===== src/rtl/uart_bus_bridge_if.sv =====
// Signal bundle between the UART byte streams, the bridge and the peripheral bus.
// Handshake rule for rx and tx: a byte moves on a rising edge where valid and
// ready are both 1; valid and data stay stable until that edge.
interface uart_bus_bridge_if;
    logic [7:0]  rx_data;
    logic        rx_data_valid;
    logic        rx_data_ready;
    logic [7:0]  tx_data;
    logic        tx_data_valid;
    logic        tx_data_ready;
    logic        write_valid;
    logic [31:0] write_address;
    logic [31:0] write_data;
    logic        read_valid;
    logic [31:0] read_address;
    logic [31:0] read_data;

    // Bridge side: consumes rx bytes, produces tx bytes, initiates bus accesses.
    modport master (
        input  rx_data, rx_data_valid, tx_data_ready, read_data,
        output rx_data_ready, tx_data, tx_data_valid,
        output write_valid, write_address, write_data, read_valid, read_address
    );

    // Environment side: UART receiver/transmitter and bus responder.
    modport slave (
        output rx_data, rx_data_valid, tx_data_ready, read_data,
        input  rx_data_ready, tx_data, tx_data_valid,
        input  write_valid, write_address, write_data, read_valid, read_address
    );
endinterface


===== src/rtl/uart_bus_bridge.sv =====
// UART command bridge: decodes 'W'/'R' frames from the receive byte stream
// into 32-bit bus writes/reads and returns 'K', read data or '?' to the host.
module uart_bus_bridge #(
    parameter int unsigned TIMEOUT_CYCLES = 500000
) (
    input  logic                   clk_in,
    input  logic                   rst_n,
    uart_bus_bridge_if.master      bus,
    output logic [2:0]             state_dbg
);

    typedef enum logic [2:0] {
        ST_IDLE      = 3'd0,
        ST_ADDR      = 3'd1,
        ST_DATA      = 3'd2,
        ST_WRITE     = 3'd3,
        ST_READ      = 3'd4,
        ST_READ_WAIT = 3'd5,
        ST_RESP      = 3'd6
    } state_t;

    localparam logic [7:0]  CMD_WRITE = 8'h57;
    localparam logic [7:0]  CMD_READ  = 8'h52;
    localparam logic [7:0]  RSP_ACK   = 8'h4B;
    localparam logic [7:0]  RSP_ERR   = 8'h3F;
    // Gap value at which an open frame is abandoned (unused when disabled).
    localparam logic [31:0] TMO_LAST  = 32'(TIMEOUT_CYCLES - 1);

    state_t      state_q, state_d;
    logic [1:0]  cnt_q, cnt_d;
    logic        is_write_q, is_write_d;
    logic [31:0] addr_sh_q, addr_sh_d;
    logic [23:0] wdata_sh_q, wdata_sh_d;
    logic [31:0] write_address_q, write_address_d;
    logic [31:0] write_data_q, write_data_d;
    logic [31:0] read_address_q, read_address_d;
    logic [31:0] resp_q, resp_d;
    logic [2:0]  resp_cnt_q, resp_cnt_d;
    logic [31:0] gap_q, gap_d;

    logic        rx_ready;
    logic        tx_valid;
    logic        wr_strobe;
    logic        rd_strobe;
    logic        rx_fire;
    logic        timeout_hit;

    assign rx_fire     = rx_ready && bus.rx_data_valid;
    assign timeout_hit = (TIMEOUT_CYCLES != 0) && (gap_q == TMO_LAST);

    // Next-state, datapath and handshake outputs for the frame FSM.
    always_comb begin
        state_d         = state_q;
        cnt_d           = cnt_q;
        is_write_d      = is_write_q;
        addr_sh_d       = addr_sh_q;
        wdata_sh_d      = wdata_sh_q;
        write_address_d = write_address_q;
        write_data_d    = write_data_q;
        read_address_d  = read_address_q;
        resp_d          = resp_q;
        resp_cnt_d      = resp_cnt_q;
        gap_d           = 32'd0;
        rx_ready        = 1'b0;
        tx_valid        = 1'b0;
        wr_strobe       = 1'b0;
        rd_strobe       = 1'b0;

        unique case (state_q)
            ST_IDLE: begin
                rx_ready = 1'b1;
                cnt_d    = 2'd0;
                if (bus.rx_data_valid) begin
                    if (bus.rx_data == CMD_WRITE || bus.rx_data == CMD_READ) begin
                        is_write_d = (bus.rx_data == CMD_WRITE);
                        state_d    = ST_ADDR;
                    end else begin
                        resp_d     = {RSP_ERR, 24'd0};
                        resp_cnt_d = 3'd1;
                        state_d    = ST_RESP;
                    end
                end
            end

            ST_ADDR: begin
                rx_ready = 1'b1;
                if (rx_fire) begin
                    addr_sh_d = {addr_sh_q[23:0], bus.rx_data};
                    cnt_d     = cnt_q + 2'd1;
                    if (cnt_q == 2'd3) begin
                        if (is_write_q) begin
                            state_d = ST_DATA;
                        end else begin
                            read_address_d = {addr_sh_q[23:0], bus.rx_data};
                            state_d        = ST_READ;
                        end
                    end
                end else if (timeout_hit) begin
                    cnt_d   = 2'd0;
                    state_d = ST_IDLE;
                end else begin
                    gap_d = gap_q + 32'd1;
                end
            end

            ST_DATA: begin
                rx_ready = 1'b1;
                if (rx_fire) begin
                    wdata_sh_d = {wdata_sh_q[15:0], bus.rx_data};
                    cnt_d      = cnt_q + 2'd1;
                    if (cnt_q == 2'd3) begin
                        // Publish address and data together so the bus sees a
                        // coherent pair while the strobe is high.
                        write_data_d    = {wdata_sh_q, bus.rx_data};
                        write_address_d = addr_sh_q;
                        state_d         = ST_WRITE;
                    end
                end else if (timeout_hit) begin
                    cnt_d   = 2'd0;
                    state_d = ST_IDLE;
                end else begin
                    gap_d = gap_q + 32'd1;
                end
            end

            ST_WRITE: begin
                wr_strobe  = 1'b1;
                resp_d     = {RSP_ACK, 24'd0};
                resp_cnt_d = 3'd1;
                state_d    = ST_RESP;
            end

            ST_READ: begin
                rd_strobe = 1'b1;
                state_d   = ST_READ_WAIT;
            end

            ST_READ_WAIT: begin
                // Responder registered read_data on the edge that saw read_valid.
                resp_d     = bus.read_data;
                resp_cnt_d = 3'd4;
                state_d    = ST_RESP;
            end

            ST_RESP: begin
                tx_valid = 1'b1;
                if (bus.tx_data_ready) begin
                    resp_d     = {resp_q[23:0], 8'd0};
                    resp_cnt_d = resp_cnt_q - 3'd1;
                    if (resp_cnt_q == 3'd1) begin
                        cnt_d   = 2'd0;
                        state_d = ST_IDLE;
                    end
                end
            end

            default: begin
                cnt_d   = 2'd0;
                state_d = ST_IDLE;
            end
        endcase
    end

    // State and datapath registers with synchronous active-low reset.
    always_ff @(posedge clk_in) begin
        if (!rst_n) begin
            state_q         <= ST_IDLE;
            cnt_q           <= 2'd0;
            is_write_q      <= 1'b0;
            addr_sh_q       <= 32'd0;
            wdata_sh_q      <= 24'd0;
            write_address_q <= 32'd0;
            write_data_q    <= 32'd0;
            read_address_q  <= 32'd0;
            resp_q          <= 32'd0;
            resp_cnt_q      <= 3'd0;
            gap_q           <= 32'd0;
        end else begin
            state_q         <= state_d;
            cnt_q           <= cnt_d;
            is_write_q      <= is_write_d;
            addr_sh_q       <= addr_sh_d;
            wdata_sh_q      <= wdata_sh_d;
            write_address_q <= write_address_d;
            write_data_q    <= write_data_d;
            read_address_q  <= read_address_d;
            resp_q          <= resp_d;
            resp_cnt_q      <= resp_cnt_d;
            gap_q           <= gap_d;
        end
    end

    assign bus.rx_data_ready = rx_ready;
    assign bus.tx_data_valid = tx_valid;
    assign bus.tx_data       = resp_q[31:24];
    assign bus.write_valid   = wr_strobe;
    assign bus.write_address = write_address_q;
    assign bus.write_data    = write_data_q;
    assign bus.read_valid    = rd_strobe;
    assign bus.read_address  = read_address_q;
    assign state_dbg         = state_q;

endmodule


===== src/flat_wrapper.sv =====
// flat-port wrapper written by rule: the top's interface ports become plain ports
module uart_bus_bridge_flat 
#(
    parameter int unsigned TIMEOUT_CYCLES = 500000
)
  (clk_in, rst_n, state_dbg, bus_rx_data, bus_rx_data_valid, bus_tx_data_ready, bus_read_data, bus_rx_data_ready, bus_tx_data, bus_tx_data_valid, bus_write_valid, bus_write_address, bus_write_data, bus_read_valid, bus_read_address);
  uart_bus_bridge_if bus_i ();
  input  logic clk_in;
  input  logic rst_n;
  output logic [2:0] state_dbg;
  input wire logic [$bits(bus_i.rx_data)-1:0] bus_rx_data;
  input wire logic [$bits(bus_i.rx_data_valid)-1:0] bus_rx_data_valid;
  input wire logic [$bits(bus_i.tx_data_ready)-1:0] bus_tx_data_ready;
  input wire logic [$bits(bus_i.read_data)-1:0] bus_read_data;
  output wire logic [$bits(bus_i.rx_data_ready)-1:0] bus_rx_data_ready;
  output wire logic [$bits(bus_i.tx_data)-1:0] bus_tx_data;
  output wire logic [$bits(bus_i.tx_data_valid)-1:0] bus_tx_data_valid;
  output wire logic [$bits(bus_i.write_valid)-1:0] bus_write_valid;
  output wire logic [$bits(bus_i.write_address)-1:0] bus_write_address;
  output wire logic [$bits(bus_i.write_data)-1:0] bus_write_data;
  output wire logic [$bits(bus_i.read_valid)-1:0] bus_read_valid;
  output wire logic [$bits(bus_i.read_address)-1:0] bus_read_address;
  assign bus_i.rx_data = bus_rx_data;
  assign bus_i.rx_data_valid = bus_rx_data_valid;
  assign bus_i.tx_data_ready = bus_tx_data_ready;
  assign bus_i.read_data = bus_read_data;
  assign bus_rx_data_ready = bus_i.rx_data_ready;
  assign bus_tx_data = bus_i.tx_data;
  assign bus_tx_data_valid = bus_i.tx_data_valid;
  assign bus_write_valid = bus_i.write_valid;
  assign bus_write_address = bus_i.write_address;
  assign bus_write_data = bus_i.write_data;
  assign bus_read_valid = bus_i.read_valid;
  assign bus_read_address = bus_i.read_address;
  uart_bus_bridge #(.TIMEOUT_CYCLES(TIMEOUT_CYCLES)) u_core (.clk_in(clk_in), .rst_n(rst_n), .bus(bus_i), .state_dbg(state_dbg));
endmodule

===== config.mk =====
export PLATFORM = sky130hd
export DESIGN_NAME = uart_bus_bridge_flat
export DESIGN_NICKNAME = d
export VERILOG_FILES = /design/src/rtl/uart_bus_bridge_if.sv /design/src/rtl/uart_bus_bridge.sv /design/src/flat_wrapper.sv
export SDC_FILE = /design/constraint.sdc
export NUM_CORES = 1
export LEC_CHECK = 0
export CORE_MARGIN = 2
export CORE_UTILIZATION = 40
export DETAILED_ROUTE_END_ITERATION = 10
export DONT_BUFFER_PORTS = 1
export SLEW_MARGIN = 20
export SYNTH_ARGS = -nofsm -noshare
export SYNTH_HDL_FRONTEND = slang
export SYNTH_SLANG_ARGS = --single-unit

===== constraint.sdc =====
create_clock -name clk_in -period 3.2 [get_ports clk_in]
set_input_delay 0.8 -clock clk_in [delete_from_list [all_inputs] [get_ports clk_in]]
set_output_delay 0.8 -clock clk_in [all_outputs]
set_load 0.005 [all_outputs]

## After elaboration in Yosys (flattened, before gate mapping)

Cells that the tools add are included.

- $add $sub $neg: 3
- Equal/unequal tests: 18
- Mux-type cells: 28
- Bitwise logic cells: 4
- Reductions and logical operators: 17

Operator list:

| cell | number |
|---|---|
| 32-bit case mux with 4 select lines | 1 |
| 32-bit 2-to-1 mux | 3 |
| 3-bit 2-to-1 mux | 13 |
| 32-bit by 1-bit adder with 32-bit output (second input constant) | 1 |
| 32-bit by 19-bit == test with 1-bit output (second input constant) | 1 |
| 3-bit case mux with 6 select lines | 1 |
| 8-bit by 7-bit == test with 1-bit output (second input constant) | 2 |
| 3-bit case mux with 4 select lines | 1 |
| 4-bit AND reduction | 3 |
| 3-bit == test (second input constant) | 3 |
| 2-bit 2-to-1 mux | 4 |
| 3-bit by 1-bit == test with 1-bit output (second input constant) | 2 |
| 3-bit by 2-bit == test with 1-bit output (second input constant) | 2 |
| 2-bit inequality test (second input constant) | 3 |
| 3-bit inequality test (second input constant) | 2 |
| 2-bit case mux with 3 select lines | 1 |
| 3-bit AND reduction | 2 |
| 3-bit OR reduction | 2 |
| 5-bit AND reduction | 1 |
| 1-bit 2-to-1 mux | 4 |
| 1-bit inverter | 4 |
| 2-bit AND reduction | 2 |
| 4-bit nonzero test | 1 |
| 2-bit OR reduction | 2 |
| other kinds (9) | 9 |

- Register bits: 225
- Input bits: 44
- Output and inout port bits: 111
- Word-level logic and storage cells: 81

## Depth between registers and ports, before layout

Gate-level depths: netlist of the first run.

- Word-level depth: 6
- Mapped depth: 9
- Depth with buffers taken out: 7

## Least setup slack after synthesis of the first run

No wires, ideal clock.

- Path type: input port to flip-flop
- Start: in bus_rx_data[7]
- End: reg u_core.resp_cnt_q[1]
- Setup time: 0.067 ns
- Data arrival time: 2.204 ns
- Required time: 3.133 ns
- Slack: 0.929 ns
- Cell stages on the path: 7
- Path buffers: 2
- Cells stage by stage: or4b_4 -> nor4_4 -> a311o_2 -> buf_6 -> buf_12 -> nand2_1 -> a21oi_2

- Cells in the longest elaborated chain, start to end: 4
- Elaborated cells on any way between the ends: 5
- Classes of those cells: 3 x eq/ne; 2 x reduce/logical

Ends and longest elaborated chain:

| element | line | RTL |
|---|---|---|
| start: declaration | flat_wrapper.sv:11 | `input wire logic [$bits(bus_i.rx_data)-1:0] bus_rx_data;` |
| 8-bit by 7-bit == test with 1-bit output | uart_bus_bridge.sv:74 | `if (bus.rx_data == CMD_WRITE \|\| bus.rx_data == CMD_READ) begin` |
| 1-bit logical OR (*) | uart_bus_bridge.sv:74 |  |
| 2-bit inequality test (no source line) (*) | -- |  |
| 4-bit AND reduction (no source line) (*) | -- |  |
| end signal: assignment | uart_bus_bridge.sv:188 | `resp_cnt_q <= resp_cnt_d;` |
| end: declaration | uart_bus_bridge.sv:38 | `logic [2:0] resp_cnt_q, resp_cnt_d;` |

Mark *: on every way between the ends. The rest lies on a longest branch, timed or not.
A chain may end at the register's enable or synchronous reset.

## Worst setup path after layout of the first run

- Start: reg u_core.state_q[0] (netlist: u_core.state_dbg[0])
- End: out bus_tx_data_valid

- Cells in the longest elaborated chain, start to end: 2

Ends and longest elaborated chain:

| element | line | RTL |
|---|---|---|
| start: declaration | uart_bus_bridge.sv:29 | `state_t state_q, state_d;` |
| start signal: assignment | uart_bus_bridge.sv:179 | `state_q <= state_d;` |
| 3-bit == test | uart_bus_bridge.sv:69 | `unique case (state_q)` |
| 1-bit 2-to-1 mux | uart_bus_bridge.sv:69 |  |
| end: declaration | flat_wrapper.sv:17 | `output wire logic [$bits(bus_i.tx_data_valid)-1:0] bus_tx_data_valid;` |

No other way between the ends.

==> results of run 1 <==
[power breakdown]
group | internal (mW) | switching (mW) | leakage [nW]
Sequential | 3.02 | 0.189 | 1.82
Combinational | 0.437 | 0.761 | 0.895
Clock | 1.82 | 1.17 | 0.434
[metrics by stage]
stage	hold slack [ns]	util, %	cell area (µm²)	cells
3_5_place_dp	0.442	41.2	8930	1294
6_report	0.414	45.2	9800	1340
5_1_grt	0.394	45.2	9800	1340
3_3_place_gp	0.440	41.2	8930	1294
2_1_floorplan	0.432	-	8810	1081
4_1_cts	0.391	45.2	9800	1340
[registers in the layout, indices dropped and copies added (netlist names)]
| name | cells |
|---|---|
| u_core.addr_sh_q | 32 |
| u_core.bus.read_address | 32 |
| u_core.bus.write_address | 32 |
| u_core.bus.write_data | 32 |
| u_core.cnt_q | 2 |
| u_core.gap_q | 32 |
| u_core.is_write_q | 1 |
| u_core.resp_cnt_q | 3 |
| u_core.resp_q | 32 |
| u_core.state_dbg | 3 |
| u_core.wdata_sh_q | 24 |
[cell usage after synthesis (5+ instances only)]
cell type	count
sky130_fd_sc_hd__nand2_1	322
sky130_fd_sc_hd__dfxtp_1	225
sky130_fd_sc_hd__a21oi_1	161
sky130_fd_sc_hd__nor2_1	65
sky130_fd_sc_hd__clkbuf_1	55
sky130_fd_sc_hd__nor3_1	24
sky130_fd_sc_hd__nand3_1	20
sky130_fd_sc_hd__a221oi_1	19
sky130_fd_sc_hd__xor2_1	17
sky130_fd_sc_hd__buf_2	14
sky130_fd_sc_hd__nand4_1	12
sky130_fd_sc_hd__xnor2_1	12
sky130_fd_sc_hd__buf_4	11
sky130_fd_sc_hd__inv_1	11
sky130_fd_sc_hd__nor4_1	9
sky130_fd_sc_hd__a22oi_2	8
sky130_fd_sc_hd__nor2_2	8
sky130_fd_sc_hd__o21ai_0	8
sky130_fd_sc_hd__and3_1	5
sky130_fd_sc_hd__and4_1	5
[kinds of logic (layout without fill, tap and decap cells)]
group	after synthesis	count (layout)	synth area share, %
xor+xnor	29	29	2.88
flops	225	225	51.1
buf+inv	95	74	5.07
compound gates	232	232	16.0
fa+ha+maj	4	4	0.568
simple gates	496	496	24.3
[layout make-up]
cell class,count,area (µm²)
Inverter,12,50.0
Multi-Input combinational cell,761,3870
Clock buffer,33,716
Timing Repair Buffer,16,158
Clock inverter,13,153
Tap cell,280,350
Sequential cell,225,4500
Fill cell,2159,11900
[layer usage]
metal	global-route usage (%)	share of wire, %	vias up
met1	25.4	45	3335
met5	0	0	-
met2	27.6	43	185
met3	6.71	9.4	33
li1	-	-	3577
met4	5.69	2.3	0
[final timing paths]
check | depth (start not counted) | to | slack [ns] | startpoint
setup / recovery | 3 | bus_tx_data_valid | 0.49 | u_core.state_dbg[0]
hold / removal | 2 | u_core.resp_q[7] | 0.41 | bus_read_data[7]
setup reg to reg | 6 | u_core.resp_q[17] | 0.79 | u_core.state_dbg[0]
hold reg to reg | 2 | u_core.bus.write_data[24] | 0.45 | u_core.wdata_sh_q[16]
==> flow_summary.html, run 1 <==
<table>
<tr><th>Metric</th><th>Value</th></tr>
<tr><th colspan="2">Finish</th></tr>
<tr><td>Layout cells sized above 1</td><td>8.49%</td></tr>
<tr><td>Commonest cells after routing, fill and taps aside</td><td>sky130_fd_sc_hd__nand2_1, sky130_fd_sc_hd__dfxtp_1, sky130_fd_sc_hd__a21oi_1</td></tr>
<tr><td>Layout-stage area growth over the synthesis result</td><td>11.2%</td></tr>
<tr><td>Number of antenna repair diodes</td><td>0</td></tr>
<tr><td>Net count reported at finish</td><td>roughly 1,100</td></tr>
<tr><td>Most common cell after layout, fill and taps aside</td><td>sky130_fd_sc_hd__nand2_1</td></tr>
<tr><th colspan="2">STA</th></tr>
<tr><td>Setup repair after global routing missed its margin</td><td>false</td></tr>
<tr><td>Endpoints failing hold</td><td>0</td></tr>
<tr><td>Clk_skew</td><td>about 0.011 ns</td></tr>
<tr><td>Slew margin rel.</td><td>36.5%</td></tr>
<tr><td>Highest attainable clock frequency</td><td>0.369 GHz</td></tr>
<tr><td>Clock period minus final worst setup slack</td><td>2.71 ns</td></tr>
<tr><td>Number of pins exceeding their max-slew limit in the final report</td><td>0</td></tr>
<tr><td>Count of endpoints failing setup in the final report</td><td>0</td></tr>
<tr><td>Worst-margin pin slew</td><td>~0.95 ns</td></tr>
<tr><td>Total negative slack</td><td>0 ns</td></tr>
<tr><td>Post-layout worst setup margin</td><td>0.491 ns</td></tr>
<tr><td>Share of the cycle needed by the critical path after routing</td><td>a little over four fifths</td></tr>
<tr><th colspan="2">Critical path</th></tr>
<tr><td>Critical path arrival</td><td>about 1.9 ns</td></tr>
<tr><td>Delay contributed by the slowest stage of the critical path</td><td>0.75 ns</td></tr>
<tr><td>Sort of element at the end of the critical path</td><td>output port</td></tr>
<tr><td>Slowest cell on crit path</td><td>sky130_fd_sc_hd__dfxtp_1</td></tr>
<tr><td>Worst setup path category</td><td>reg -&gt; out</td></tr>
<tr><td>CP max FO</td><td>25</td></tr>
<tr><td>Crit-path leading delay family</td><td>flip-flops</td></tr>
<tr><td>Required time of the worst setup path</td><td>roughly 2.4 ns</td></tr>
<tr><td>Count of buffer and inverter cells on the critical path</td><td>1</td></tr>
<tr><td>Critical path cell sequence</td><td>and2b_1 -&gt; nand2_1 -&gt; inv_2</td></tr>
<tr><td>Kind of launch point of the worst setup path</td><td>flop</td></tr>
<tr><th colspan="2">Clock tree</th></tr>
<tr><td>H-tree depth</td><td>1</td></tr>
<tr><td>Clock tree buffer depth</td><td>3</td></tr>
<tr><td>Cts bufs inserted</td><td>25</td></tr>
<tr><td>Worst-path clk slew</td><td>approximately 0.06 ns</td></tr>
<tr><td>Total setup buffers inserted after CTS</td><td>0</td></tr>
<tr><td>Root Buffer Master</td><td>sky130_fd_sc_hd__clkbuf_16</td></tr>
<tr><td>CTS Hold Buffers Added</td><td>0</td></tr>
<tr><td>CTS tree</td><td>done</td></tr>
<tr><td>Clock network latency to the later pin of the worst-skew pair</td><td>approximately 0.52 ns</td></tr>
<tr><td>Gates resized, CTS repair</td><td>0</td></tr>
<tr><td>Total clock sinks</td><td>about 230</td></tr>
<tr><th colspan="2">Floorplan</th></tr>
<tr><td>Effective utilization at floorplan</td><td>between 40% and 50%</td></tr>
<tr><td>Rows</td><td>between 50 and 60</td></tr>
<tr><td>Top-level port count</td><td>155</td></tr>
<tr><td>Die width</td><td>roughly 150 µm</td></tr>
<tr><td>Chip Height</td><td>between 150 and 200 µm</td></tr>
<tr><td>Total core area</td><td>21,700 µm²</td></tr>
<tr><td>Die Area</td><td>about 23,000 µm²</td></tr>
<tr><th colspan="2">Run</th></tr>
<tr><td>Max capacitance violation total</td><td>0</td></tr>
<tr><th colspan="2">Synth</th></tr>
<tr><td>Count of flip-flops with a built-in enable after synthesis</td><td>0</td></tr>
<tr><td>Most used flip-flop cell after synthesis</td><td>sky130_fd_sc_hd__dfxtp_1</td></tr>
<tr><td>Synth warn</td><td>0</td></tr>
<tr><td>Synth top area cells</td><td>sky130_fd_sc_hd__dfxtp_1, sky130_fd_sc_hd__nand2_1, sky130_fd_sc_hd__a21oi_1</td></tr>
<tr><td>Most area-hungry cell type in the Yosys netlist</td><td>sky130_fd_sc_hd__dfxtp_1</td></tr>
<tr><td>#FFs+latches synth</td><td>~230</td></tr>
<tr><td>Sequential fraction of the synthesis area</td><td>between 50 and 60%</td></tr>
<tr><td>Share of synthesized flip-flops with an asynchronous set or reset</td><td>0%</td></tr>
<tr><td>Total standard cell area after synthesis</td><td>between 8000 and 9000 µm²</td></tr>
<tr><td>Post-synth net total</td><td>1,129</td></tr>
<tr><td>Fraction of post-synthesis cell area in the top cell type by area</td><td>between 50% and 60%</td></tr>
<tr><td>Average instance area after synthesis</td><td>a little over 8 µm²</td></tr>
<tr><td>Number of library cell types mapped by synthesis</td><td>slightly below 60</td></tr>
<tr><td>Number of standard cells after synthesis</td><td>1,081</td></tr>
<tr><th colspan="2">Routing</th></tr>
<tr><td>Iteration-0 DRC Markers</td><td>just over 400</td></tr>
<tr><td>Total vias in the final route</td><td>a little over 7,000</td></tr>
<tr><td>Mean number of vias per cell</td><td>about 5.3</td></tr>
<tr><td>Routed Wire Length</td><td>about 23 mm</td></tr>
<tr><td>Final routed DRC violation total</td><td>0</td></tr>
<tr><td>Number of antenna-violating nets in the routed design</td><td>0</td></tr>
<tr><td>Wire length per cell after detailed routing</td><td>16.8 µm</td></tr>
<tr><td>Number of iterations in the first detailed-routing pass</td><td>4</td></tr>
<tr><th colspan="2">Power</th></tr>
<tr><td>Post-route total power</td><td>roughly 7.4 mW</td></tr>
<tr><td>Leakage power summed over all cells</td><td>around 3.1 nW</td></tr>
<tr><td>Power per cell area</td><td>754 nW/µm²</td></tr>
<tr><td>Worst IR drop on VDD</td><td>approximately 0.4 mV</td></tr>
<tr><th colspan="2">Global route</th></tr>
<tr><td>Gr usage total</td><td>18.6%</td></tr>
<tr><td>GRT Residual Overflow</td><td>0</td></tr>
<tr><td>Number of antenna violations at the first check in global routing</td><td>0</td></tr>
<tr><td>First-pass GRT wire length</td><td>~36 mm</td></tr>
<tr><td>Pin count of the biggest net entering global routing</td><td>between 80 and 90</td></tr>
<tr><td>Vias in the first global route</td><td>around 6,500</td></tr>
<tr><th colspan="2">Min path</th></tr>
<tr><td>Worst hold path class</td><td>in -&gt; reg</td></tr>
<tr><th colspan="2">Place</th></tr>
<tr><td>Number of port buffers</td><td>0</td></tr>
<tr><td>GP Congestion</td><td>roughly 0.85</td></tr>
<tr><td>Placed wire-length estimate after detailed placement</td><td>14.6 mm</td></tr>
<tr><td>Dpl ws</td><td>roughly 0.6 ns</td></tr>
<tr><th colspan="2">Outcome</th></tr>
<tr><td>Outcome</td><td>completed</td></tr>
</table>
Power figures use the tool's default switching activity.
==> run 2, diff against run 1 <==
==> constraint.sdc (replaced) <==
create_clock -name clk_in -period 2.6 [get_ports clk_in]
set_input_delay 0.65 -clock clk_in [delete_from_list [all_inputs] [get_ports clk_in]]
set_output_delay 0.65 -clock clk_in [all_outputs]
set_load 0.005 [all_outputs]
==> run 2 against run 1 <==
Flip-flop and latch count did not move. Count of clock-buffer cells in the layout rose by 3. Combinational power rose by 29%. Register-to-register slack got worse by 0.39 ns. Non-clock buffer count rose by 11. Sequential share of layout area fell by 0.54 points. First-iteration DRC count fell by 13%. Worst setup slack got worse by 0.36 ns. Largest power group unchanged.
==> flow_summary.html, run 2 (synthesized netlist as in run 1, its figures left out) <==
<table>
<tr><th>Metric</th><th>Value</th></tr>
<tr><th colspan="2">Power</th></tr>
<tr><td>Cell-internal power</td><td>6.50 mW (+23%)</td></tr>
<tr><td>Worst IR drop on VDD</td><td>0.605 mV (+51%)</td></tr>
<tr><td>Power per cell area</td><td>920 nW/µm² (+22%)</td></tr>
<tr><td>Post-route total power</td><td>9.12 mW (+23%)</td></tr>
<tr><td>Share of total power consumed by net switching</td><td>28.7% (+0.048 points)</td></tr>
<tr><td>Psw</td><td>2.62 mW (+24%)</td></tr>
<tr><td>Clock power frac</td><td>39.8% (-0.6 points)</td></tr>
<tr><td>Leakage power summed over all cells</td><td>3.21 nW (+2.0%)</td></tr>
<tr><td>Combinational group share of total power</td><td>17.0% (+0.8 points)</td></tr>
<tr><td>Relative contribution of sequential cells to total power</td><td>43.2% (-0.2 points)</td></tr>
<tr><th colspan="2">Critical path</th></tr>
<tr><td>Worst R2R Start</td><td>u_core.gap_q[0]</td></tr>
<tr><td>Critical path cell sequence</td><td>and2b_1 -&gt; nand2_1 -&gt; inv_2</td></tr>
<tr><td>Sort of element at the end of the critical path</td><td>output port</td></tr>
<tr><td>Logic depth of the worst setup path including buffers</td><td>3 (unchanged)</td></tr>
<tr><td>Minimum setup slack among reg-to-reg paths</td><td>0.40 ns (-0.39 ns)</td></tr>
<tr><td>Kind of launch point of the worst setup path</td><td>flop</td></tr>
<tr><td>Required time of the worst setup path</td><td>1.95 ns (-0.45 ns)</td></tr>
<tr><td>Slowest cell on crit path</td><td>sky130_fd_sc_hd__dfxtp_1</td></tr>
<tr><td>RR Endpoint</td><td>u_core.gap_q[19]</td></tr>
<tr><td>Delay contributed by the slowest stage of the critical path</td><td>0.45 ns (-0.30 ns)</td></tr>
<tr><td>Count of buffer and inverter cells on the critical path</td><td>1 (unchanged)</td></tr>
<tr><td>End point of the critical path</td><td>bus_tx_data_valid</td></tr>
<tr><td>Critical path arrival</td><td>1.82 ns (-0.09 ns)</td></tr>
<tr><td>Crit-path leading delay family</td><td>simple AND/OR/NAND/NOR gates</td></tr>
<tr><td>Startpoint of the worst setup timing path</td><td>u_core.state_dbg[0]</td></tr>
<tr><td>Worst setup path category</td><td>reg -&gt; out</td></tr>
<tr><td>Cell count of the worst reg-to-reg path</td><td>6 (unchanged)</td></tr>
<tr><td>CP max FO</td><td>25 (unchanged)</td></tr>
<tr><th colspan="2">Place</th></tr>
<tr><td>GP Congestion</td><td>0.812 (-4.9%)</td></tr>
<tr><td>Dpl ws</td><td>0.320 ns (-0.265 ns)</td></tr>
<tr><td>Number of port buffers</td><td>0 (unchanged)</td></tr>
<tr><td>Placed Instances</td><td>1,305 (+0.85%)</td></tr>
<tr><td>Placed wire-length estimate after detailed placement</td><td>14.8 mm (+1.7%)</td></tr>
<tr><td>Cell area reported after detailed placement</td><td>9050 µm² (+1.3%)</td></tr>
<tr><th colspan="2">STA</th></tr>
<tr><td>Number of pins exceeding their max-slew limit in the final report</td><td>0 (unchanged)</td></tr>
<tr><td>Post-layout worst setup margin</td><td>0.130 ns (-0.361 ns)</td></tr>
<tr><td>Setup repair after global routing missed its margin</td><td>false</td></tr>
<tr><td>Share of the cycle needed by the critical path after routing</td><td>between 90% and 100%</td></tr>
<tr><td>Slew margin rel.</td><td>54.2% (+18 points)</td></tr>
<tr><td>Endpoints failing hold</td><td>0 (unchanged)</td></tr>
<tr><td>Clk_skew</td><td>0.0128 ns (+0.00170 ns)</td></tr>
<tr><td>Highest attainable clock frequency</td><td>slightly above 0.4 GHz</td></tr>
<tr><td>Hold_ws</td><td>0.254 ns (-0.160 ns)</td></tr>
<tr><td>Worst-margin pin slew</td><td>0.687 ns (-0.263 ns)</td></tr>
<tr><td>Count of endpoints failing setup in the final report</td><td>0 (unchanged)</td></tr>
<tr><td>Clock period minus final worst setup slack</td><td>2.47 ns</td></tr>
<tr><td>Total negative slack</td><td>0 ns (unchanged)</td></tr>
<tr><th colspan="2">Min path</th></tr>
<tr><td>Worst hold path class</td><td>in -&gt; reg</td></tr>
<tr><th colspan="2">Clock tree</th></tr>
<tr><td>Total setup buffers inserted after CTS</td><td>0 (unchanged)</td></tr>
<tr><td>Worst-path clk slew</td><td>0.06 ns (about the same)</td></tr>
<tr><td>Cts bufs inserted</td><td>26 (+4.0%)</td></tr>
<tr><td>Clock network latency to the later pin of the worst-skew pair</td><td>0.52 ns (about the same)</td></tr>
<tr><td>Gates resized, CTS repair</td><td>0 (unchanged)</td></tr>
<tr><td>CTS tree</td><td>done</td></tr>
<tr><td>CTS Hold Buffers Added</td><td>0 (unchanged)</td></tr>
<tr><td>Clock tree buffer depth</td><td>3 (unchanged)</td></tr>
<tr><td>H-tree depth</td><td>1 (unchanged)</td></tr>
<tr><td>Root Buffer Master</td><td>sky130_fd_sc_hd__clkbuf_16</td></tr>
<tr><td>Total clock sinks</td><td>225 (unchanged)</td></tr>
<tr><th colspan="2">Run</th></tr>
<tr><td>Max capacitance violation total</td><td>0 (unchanged)</td></tr>
<tr><th colspan="2">Floorplan</th></tr>
<tr><td>Effective utilization at floorplan</td><td>40.6% (unchanged)</td></tr>
<tr><td>Rows</td><td>54 (unchanged)</td></tr>
<tr><td>Total core area</td><td>21,700 µm² (unchanged)</td></tr>
<tr><td>Top-level port count</td><td>155 (unchanged)</td></tr>
<tr><td>Chip Height</td><td>152 µm (unchanged)</td></tr>
<tr><td>Die Area</td><td>23,200 µm² (unchanged)</td></tr>
<tr><td>Die width</td><td>152 µm (unchanged)</td></tr>
<tr><th colspan="2">Outcome</th></tr>
<tr><td>Outcome</td><td>completed</td></tr>
<tr><th colspan="2">Finish</th></tr>
<tr><td>Post-route cell area</td><td>9920 µm² (+1.2%)</td></tr>
<tr><td>Most common cell after layout, fill and taps aside</td><td>sky130_fd_sc_hd__nand2_1</td></tr>
<tr><td>Area occupied by multi-input gates</td><td>3870 µm² (unchanged)</td></tr>
<tr><td>Core occupancy in the finished layout</td><td>45.7% (+0.54 points)</td></tr>
<tr><td>Final Instance Count excl. Fillers</td><td>1,351 (+0.82%)</td></tr>
<tr><td>Layout cells sized above 1</td><td>9.24% (+0.75 points)</td></tr>
<tr><td>Commonest cells after routing, fill and taps aside</td><td>sky130_fd_sc_hd__nand2_1, sky130_fd_sc_hd__dfxtp_1, sky130_fd_sc_hd__a21oi_1</td></tr>
<tr><td>Number of antenna repair diodes</td><td>0 (unchanged)</td></tr>
<tr><td>Storage cell area</td><td>4500 µm² (unchanged)</td></tr>
<tr><td>Fill cell instance count of the final layout</td><td>2,144 (-0.69%)</td></tr>
<tr><td>Net count reported at finish</td><td>1,101 (+1.1%)</td></tr>
<tr><td>Layout-stage area growth over the synthesis result</td><td>12.6%</td></tr>
<tr><th colspan="2">Routing</th></tr>
<tr><td>Wire length per cell after detailed routing</td><td>16.8 µm (about the same)</td></tr>
<tr><td>Routed Wire Length</td><td>22.7 mm (+0.81%)</td></tr>
<tr><td>Final routed DRC violation total</td><td>0 (unchanged)</td></tr>
<tr><td>Mean number of vias per cell</td><td>5.36 (+0.65%)</td></tr>
<tr><td>Number of antenna-violating nets in the routed design</td><td>0 (unchanged)</td></tr>
<tr><td>Iteration-0 DRC Markers</td><td>358 (-13%)</td></tr>
<tr><td>Number of iterations in the first detailed-routing pass</td><td>5 (+1)</td></tr>
<tr><td>Total vias in the final route</td><td>7,235 (+1.5%)</td></tr>
<tr><th colspan="2">Global route</th></tr>
<tr><td>Gr usage total</td><td>19.0% (+0.39 points)</td></tr>
<tr><td>Number of antenna violations at the first check in global routing</td><td>0 (unchanged)</td></tr>
<tr><td>First-pass GRT wire length</td><td>36.8 mm (+2.6%)</td></tr>
<tr><td>GRT Residual Overflow</td><td>0 (unchanged)</td></tr>
<tr><td>Pin count of the biggest net entering global routing</td><td>65 (-27%)</td></tr>
<tr><td>Vias in the first global route</td><td>6,649 (+1.6%)</td></tr>
</table>
-- run 2: worst reg2reg max path, delay by kind of cell (launching register included) --
kind                       cells  cell delay, ns
and+or+nand+nor                4            1.17
buffers and inverters          1            0.21
DFF                            1            0.43
adders and majority gates      1            0.28
-- run 2: per-layer routing --
metal,wire length (µm),GRT usage [%]
met1,10500,27.2
met5,0,0
met4,427,4.32
met3,1880,5.83
met2,9900,28.1
-- run 2: worst min-delay path by stage --
stage | startpoint | to | slack (ns) | cells past startpoint
finish | bus_rx_data[4] | u_core.bus.read_address[4] | 0.25 | 2
global placement | u_core.wdata_sh_q[17] | u_core.bus.write_data[25] | 0.44 | 2
global route | bus_rx_data[5] | u_core.wdata_sh_q[5] | 0.25 | 2
detailed placement | u_core.addr_sh_q[24] | u_core.bus.write_address[24] | 0.45 | 2
floorplan | u_core.addr_sh_q[24] | u_core.bus.write_address[24] | 0.43 | 2
CTS | bus_rx_data[4] | u_core.bus.read_address[4] | 0.24 | 2
-- run 2: layout make-up --
class                   instances  area share (%)
repair buffers                 27            2.80
flip-flops and latches        225            45.4
clock inverters                10            1.19
well taps                     280            3.53
inverters                      12           0.505
clock buffers                  36            7.54
multi-input cells             761            39.0
-- run 2: power groups by stage --
stage	sequential, mW	clock [mW]	combinational, mW
2_1_floorplan	3.91	0	1.38
3_3_place_gp	4.02	0	1.53
3_5_place_dp	4.01	0	1.55
4_1_cts	3.94	3.72	1.55
5_1_grt	3.97	3.86	1.75
6_report	3.94	3.63	1.55
